### src/rtl/sync_bus_qualifier.sv
// Qualifies a synchronized multi-bit bus: a value must hold for STABLE_CYCLES
// matching samples before it is committed and queued on a valid/ready output.
module sync_bus_qualifier #(
   parameter int WIDTH         = 8,
   parameter int STABLE_CYCLES = 2,
   parameter int FIFO_DEPTH    = 4
) (
   input  logic             clk,
   input  logic             rst,
   input  logic [WIDTH-1:0] sync_in,
   output logic [WIDTH-1:0] out_data,
   output logic             out_valid,
   input  logic             out_ready,
   output logic [WIDTH-1:0] stable_val,
   output logic             overflow,
   input  logic             clr_ovf
);

   localparam int CW = $clog2(STABLE_CYCLES + 1);
   localparam int PW = (FIFO_DEPTH > 1) ? $clog2(FIFO_DEPTH) : 1;
   localparam int NW = PW + 1;
   localparam logic [CW-1:0] CNT_MAX  = CW'(STABLE_CYCLES);
   localparam logic [CW-1:0] CNT_QUAL = CW'(STABLE_CYCLES - 1);
   localparam logic [NW-1:0] COUNT_FULL = NW'(FIFO_DEPTH);

   logic [WIDTH-1:0] prevQ;
   logic [CW-1:0]    cnt;
   logic [WIDTH-1:0] mem [FIFO_DEPTH];
   logic [PW-1:0]    rdPtr;
   logic [PW-1:0]    wrPtr;
   logic [NW-1:0]    count;

   logic match;
   logic qualify;
   logic push;
   logic pop;
   logic full;
   logic wrEn;

   // The saturating counter makes qualify fire on exactly one edge per stable run.
   assign match     = (sync_in == prevQ);
   assign qualify   = match && (cnt == CNT_QUAL);
   assign push      = qualify && (sync_in != stable_val);
   assign out_valid = (count != '0);
   assign full      = (count == COUNT_FULL);
   assign pop       = out_valid && out_ready;
   assign wrEn      = push && (!full || pop);
   assign out_data  = out_valid ? mem[rdPtr] : '0;

   // Qualification state, FIFO bookkeeping and the sticky overflow flag.
   always_ff @(posedge clk or negedge rst) begin
      if (!rst) begin
         prevQ      <= '0;
         cnt        <= '0;
         stable_val <= '0;
         rdPtr      <= '0;
         wrPtr      <= '0;
         count      <= '0;
         overflow   <= 1'b0;
      end else begin
         prevQ <= sync_in;

         if (!match) begin
            cnt <= '0;
         end else if (cnt < CNT_MAX) begin
            cnt <= cnt + 1'b1;
         end

         if (push) begin
            stable_val <= sync_in;
         end

         if (wrEn) begin
            wrPtr <= wrPtr + 1'b1;
         end
         if (pop) begin
            rdPtr <= rdPtr + 1'b1;
         end

         case ({wrEn, pop})
            2'b10:   count <= count + 1'b1;
            2'b01:   count <= count - 1'b1;
            default: count <= count;
         endcase

         // A dropped push takes priority over a clear on the same edge.
         if (push && full && !pop) begin
            overflow <= 1'b1;
         end else if (clr_ovf) begin
            overflow <= 1'b0;
         end
      end
   end

   // Storage needs no reset: out_data is masked while the FIFO is empty.
   always_ff @(posedge clk) begin
      if (wrEn) begin
         mem[wrPtr] <= sync_in;
      end
   end

endmodule

### config.mk
export PLATFORM = sky130hd
export DESIGN_NAME = sync_bus_qualifier
export DESIGN_NICKNAME = d
export VERILOG_FILES = /design/src/rtl/sync_bus_qualifier.sv
export SDC_FILE = /design/constraint.sdc
export NUM_CORES = 1
export LEC_CHECK = 0
export CAP_MARGIN = 20
export CORE_MARGIN = 2
export CORE_UTILIZATION = 48
export CTS_CLUSTER_DIAMETER = 30
export DETAILED_ROUTE_END_ITERATION = 8
export MAX_ROUTING_LAYER = met4
export PLACE_DENSITY = 0.7
export SYNTH_ARGS = -nofsm -noshare
export SYNTH_HDL_FRONTEND = slang
export SYNTH_SLANG_ARGS = --single-unit
### constraint.sdc
create_clock -name clk -period 5.1 [get_ports clk]
set_clock_uncertainty 0.1 [all_clocks]
set_input_delay 0.765 -clock clk [delete_from_list [all_inputs] [get_ports clk]]
set_output_delay 0.765 -clock clk [all_outputs]
set_load 0.02 [all_outputs]
After elaboration in Yosys (flattened, before gate mapping)
Memory sizes are Yosys's and may differ from the RTL's.
Index checks and enable logic that the tools add are counted.
- bits in registers: 26
- RAM bits: 32
- input bits: 12
- output and inout port bits: 18
- word-level logic and storage cells: 41
- memories: 1
- memories (name ; depth ; width ; read ports ; clocked after memory_dff ; write ports ; line ; source):
    mem ; 4 ; 8 ; 1 ; 0 ; 1 ; 28 ; logic [WIDTH-1:0] mem [FIFO_DEPTH];
- add/sub/neg operators: 5
- order comparisons: 1
- equality and inequality tests: 7
- multiplexer cells: 8
- reduce and logical (&&, ||, !) cells: 12
- operators by type and width (kind ; number):
    == test 8 bit ; 1
    two-way mux 8 bit ; 1
    inequality test 8 bit ; 1
    adder 2 x 1 -> 2 bit (second input constant) ; 3
    logical AND 1 bit ; 6
    case mux 3 bit (2 select lines) ; 1
    == test 2 x 1 -> 1 bit (second input constant) ; 2
    two-way mux 1 bit ; 4
    two-way mux 2 bit ; 2
    nonzero test 2 bit ; 2
    adder 3 x 1 -> 3 bit (second input constant) ; 1
    == test 3 bit (second input constant) ; 1
    nonzero test 3 bit ; 1
    subtractor 3 x 1 -> 3 bit (second input constant) ; 1
    == test 2 bit (second input constant) ; 1
    logical NOT 1 bit ; 2
    less-than comparator 2 bit (second input constant) ; 1
    inequality test 2 x 1 -> 1 bit (second input constant) ; 1
    logical OR 1 bit ; 1

Depth between registers and ports, before layout
- word-level depth: 6
- mapped depth: 11
- mapped depth without buffers: 9

Least setup slack after synthesis
No wires, ideal clock.
- path kind: input to register
- from: input sync_in[0]
- to: register count[2]
- library setup time: 0.123 ns
- arrival: 2.756 ns
- data required time: 4.877 ns
- slack: 2.121 ns
- stages: 11
- buffers on the path: 2
- cell sequence: xor2_1 > nor4_2 > o2111ai_1 > buf_6 > buf_6 > nor2b_1 > fa_1 > nor2b_1 > nor3b_1 > a211oi_1 > nand2_1
- longest elaborated chain between the ends: 6
- elaborated cells between the ends (all ways): 9
- classes of those cells: 4 x eq/ne; 1 x mux; 4 x reduce/logical
- RTL lines (item ; line ; source):
    start: declaration ; 10 ; input logic [WIDTH-1:0] sync_in,
    == test 8 bit ; 41 ; assign match = (sync_in == prevQ);
    logical AND 1 bit ; 42 ; assign qualify = match && (cnt == CNT_QUAL);
    logical AND 1 bit (*) ; 43 ; assign push = qualify && (sync_in != stable_val);
    logical AND 1 bit (*) ; 47 ; assign wrEn = push && (!full || pop);
    == test 2 x 1 -> 1 bit / == test 2 bit (equally long branches) ; 80 ; case ({wrEn, pop})
    case mux 3 bit (2 select lines) / nonzero test 2 bit (equally long branches) ; -- ;
    end signal: assignment ; 81 ; 2'b10: count <= count + 1'b1;
    end signal: assignment ; 82 ; 2'b01: count <= count - 1'b1;
    end signal: assignment ; 83 ; default: count <= count;
    end: declaration ; 31 ; logic [NW-1:0] count;
Mark *: on every way between the ends. The rest lies on a longest branch, timed or not.
A chain may end at the register's enable or synchronous reset.

Worst setup path after layout
Ends and elaborated chain as after synthesis.

==> results.txt <==
Power comes to 1.11 mW. Setup repair after global routing left no endpoint under its margin. The run gives 76 as the number of design-rule violations left by the first detailed-router iteration. The clock buffer count from CTS came out at 9. The flow ran to the end, and the final reports show no timing, DRC or antenna violations.

Signal routing reaches up to met4. Kind of launch point of the worst setup path: an input port. The ratio of cells with drive above 1 in the final layout is 15.0%, and the per-cell via count in the routed design is 5.13.

Wires add up to 4510 um. The number of buffers on the longest clock path is 2. The tool flagged a number of max-cap violations equal to 0. The initialized floorplan defines 26 standard-cell rows. After routing, the total negative slack on setup checks comes to 0 ns. The count of distinct cell types in the synthesized netlist is 35, and the max-slew violation total from the final report is 0. Across the VDD grid, the largest voltage drop is 0.201 mV. The most numerous cell type found on the critical path is nor2b_1. The pre-antenna-repair detailed-routing pass consisted of 4 iterations.

After clock tree synthesis, the repair step resized 0 gates. The number of instances in the placed design was 260; the via count of the first global-routing pass was 1,539. The die is 77.0 um tall. The power density normalized to cell area works out to 357 nW/um2. The overall via count from detail_route is 1,417. The number of cells produced by synthesis was 164; the stage delay of the slowest cell on the critical path was 0.58 ns. The logs give 3 for the number of H-tree levels and 7660 um for the first-pass GRT wire length. Entering global routing, the biggest net connects 20 pins.

The worst slack on hold paths was 0.442 ns; the routed length on met1 was 2000 um. The synthesized design contains 58 register bits. The cell family contributing the most delay on the critical path is simple AND/OR/NAND/NOR gates.

Each instance of the synthesized netlist takes up on average 15.6 um2. The tools report the worst setup margin as 1.87 ns. The cell with the largest stage delay on the worst path was clkdlybuf4s50_1. The buffering stage count on the worst path with inverters included was 1; the routed wire length on met2 was 2270 um. The floorplan step defined a core boundary enclosing 5140 um2. Detailed placement finished with a half-perimeter wire length of 3230 um. The period utilization is 63.4%, and the initial standard-cell utilization of the core is 49.8%. The floorplan step defined a die boundary enclosing 5930 um2. The final hold violation count is 0. The library cell used as clock root buffer was clkbuf_8.

Slew at the pin closest to its max-slew limit: 0.601 ns. Based on the critical path, the design can be clocked at up to 309 MHz. The later pin in the worst-skew pair is clocked with a latency of 0.32 ns. In this run the count of I/O pins placed on the die edge is 30.

In this run the static leakage power is 1.20 nW. The clock sink count was 58; the per-cell routed wire length was 16.3 um. Part of the Yosys area used for sequential elements: 63.0%. For the met3 routed wirelength, the log shows 181 um. The post-placement worst setup slack was 1.53 ns; the weighted congestion at the end of routability-driven global placement was 0.740. In the global route stage, overall resource usage came out at 17.7%. The final critical-path required period came out at 3.23 ns. After the last flow step, the layout net total stands at 219.

STA puts the critical path data required time at 5.20 ns. The number of nets handed over by synthesis was 182. The remaining number of nets flagged by the antenna check after routing was 0.

The synthesized netlist occupies a cell area of 2560 um2. The worst setup path is captured at a flip-flop. Global routing finished with a remaining overflow of 0. The kind of path behind the tightest hold check is reg -> reg. Setup violations remaining at the end of the flow were counted as 0. Post-CTS setup-driven buffer insertion count: 0. During placement, the flow inserted port buffers numbering 29. 0 antenna diodes ended up in the layout. The x dimension of the die works out to 77.0 um. Initial antenna violation count: 0. By startpoint and endpoint, the worst setup path is classified as in -> reg.

The data arrival at the endpoint of the critical path is 3.34 ns, and the register clock-pin slew on the reported worst setup and hold paths is 0.06 ns. In the routed design, unresolved DRC markers number 0. The layout has 423 filler cells. The run gives 0 as the hold buffer count at cts. TritonCTS built the clock tree. Traced cell by cell, the critical path runs through clkdlybuf4s50_1, xor2_1, nor4_2, o2111ai_2, nor2b_1, fa_1, nor2b_1, nor3b_1, a211oi_1, nand2_1. The worst pin sits at a relative slew slack of 60.0%. During synthesis, Yosys emitted a total of 0 warnings.

The area growth from synthesis to layout is 21.3%. In this run the worst path has a maximum fanout of 8. For this run, the number of standard cells in the final layout without fillers is 276.
-- worst min-delay path, delay by kind of cell, from the launching register on --
kind | cells | cell delay [ns]
xor+xnor | 1 | 0.07
flops | 1 | 0.35
simple gates | 1 | 0.08
-- where the power goes --
group | leakage, nW | internal, mW | switching (mW)
clock network | 0.0790 | 0.191 | 0.161
logic | 0.502 | 0.122 | 0.0802
registers | 0.617 | 0.510 | 0.0456
total | 1.20 | 0.822 | 0.286
-- cell type report --
class	count	area, um2	share of cell area [%]
Timing Repair Buffer	31	325	10.5
Sequential cell	58	1610	51.9
Multi-Input combinational cell	93	888	28.6
Clock buffer	16	160	5.16
Inverter	8	30.0	0.968
Tap cell	70	87.6	2.82
-- cell usage after synthesis, drive strengths merged --
cell type | count | area, um2
nand4 | 2 | 12.5
nand2 | 7 | 26.3
dfrtp | 26 | 651
or3 | 1 | 6.26
nor2b | 3 | 26.3
clkbuf | 2 | 7.51
mux4 | 8 | 180
nand3 | 2 | 10.0
o41ai | 1 | 16.3
o22ai | 1 | 6.26
nor3b | 1 | 7.51
o2111ai | 1 | 8.76
buf | 3 | 27.5
nor2 | 6 | 22.5
mux2i | 1 | 10.0
nor4 | 3 | 31.3
mux2 | 8 | 109
edfxtp | 32 | 961
and2 | 13 | 81.3
xnor2 | 13 | 121
o32ai | 1 | 8.76
nor3 | 2 | 10.0
a21oi | 1 | 5.00
o31a | 1 | 8.76
inv | 8 | 30.0
xor2 | 9 | 78.8
a211oi | 1 | 7.51
fa | 1 | 20.0
o21ai | 1 | 5.00
ha | 5 | 62.6
-- final timing paths --
check	start	end	slack [ns]	depth (start not counted)
max in group asynchronous	rst	count[1]$_DFFE_PN0P_	3.79	2
min in group asynchronous	rst	stable_val[1]$_DFFE_PN0P_	0.66	1
min reg2reg	cnt[1]$_DFFE_PN0P_	cnt[0]$_DFFE_PN0P_	0.44	2
max	sync_in[0]	count[2]$_DFFE_PN0P_	1.87	10
min	cnt[1]$_DFFE_PN0P_	cnt[0]$_DFFE_PN0P_	0.44	2
max reg2reg	prevQ[0]$_DFF_PN0_	count[2]$_DFFE_PN0P_	2.59	9
-- flip-flops by register name, indices dropped and copies added, names as in the netlist --
| name | flops |
|---|---|
| cnt | 2 |
| count | 3 |
| mem | 32 |
| overflow | 1 |
| prevQ | 8 |
| rdPtr | 2 |
| stable_val | 8 |
| wrPtr | 2 |
-- through the flow --
stage / instance area (um2) / util, %
6_report: 3100 / 60.4
5_1_grt: 3100 / 60.4
4_1_cts: 3100 / 60.4
3_5_place_dp: 2940 / 57.3
3_3_place_gp: 2920 / 56.7
2_1_floorplan: 2560 / -
-- routing by layer --
metal  up-vias  GRT usage [%]
li1        668              -
met5         -              -
met3         6           5.65
met2        32           27.5
met1       711           22.0
met4         0           6.61
-- layout by cell type (no fill, tap or decap), types with 2 or more instances in the layout --
cell / n
clkbuf_8: 10
nand2_1: 7
edfxtp_1: 32
dfrtp_1: 26
nor2b_1: 2
mux2_4: 5
nand3_1: 2
nand4_1: 2
ha_1: 5
mux4_2: 8
inv_1: 8
xnor2_1: 12
nor3_1: 2
mux2_1: 3
xor2_1: 9
and2_1: 13
clkbuf_1: 6
nor2_1: 6
clkdlybuf4s50_1: 29
nor4_2: 2
-- cells by family (layout without fill, tap and decap cells) --
| group | count (synthesis) | after routing | synth area share (%) |
|---|---|---|---|
| simple gates | 40 | 40 | 9.14 |
| xor+xnor | 22 | 22 | 7.82 |
| fa+ha+maj | 6 | 6 | 3.23 |
| compound gates | 8 | 8 | 2.59 |
| mux | 17 | 17 | 11.7 |
| flops | 58 | 58 | 63.0 |
| buf+inv | 13 | 55 | 2.54 |
(Power assumes the default switching activity.)
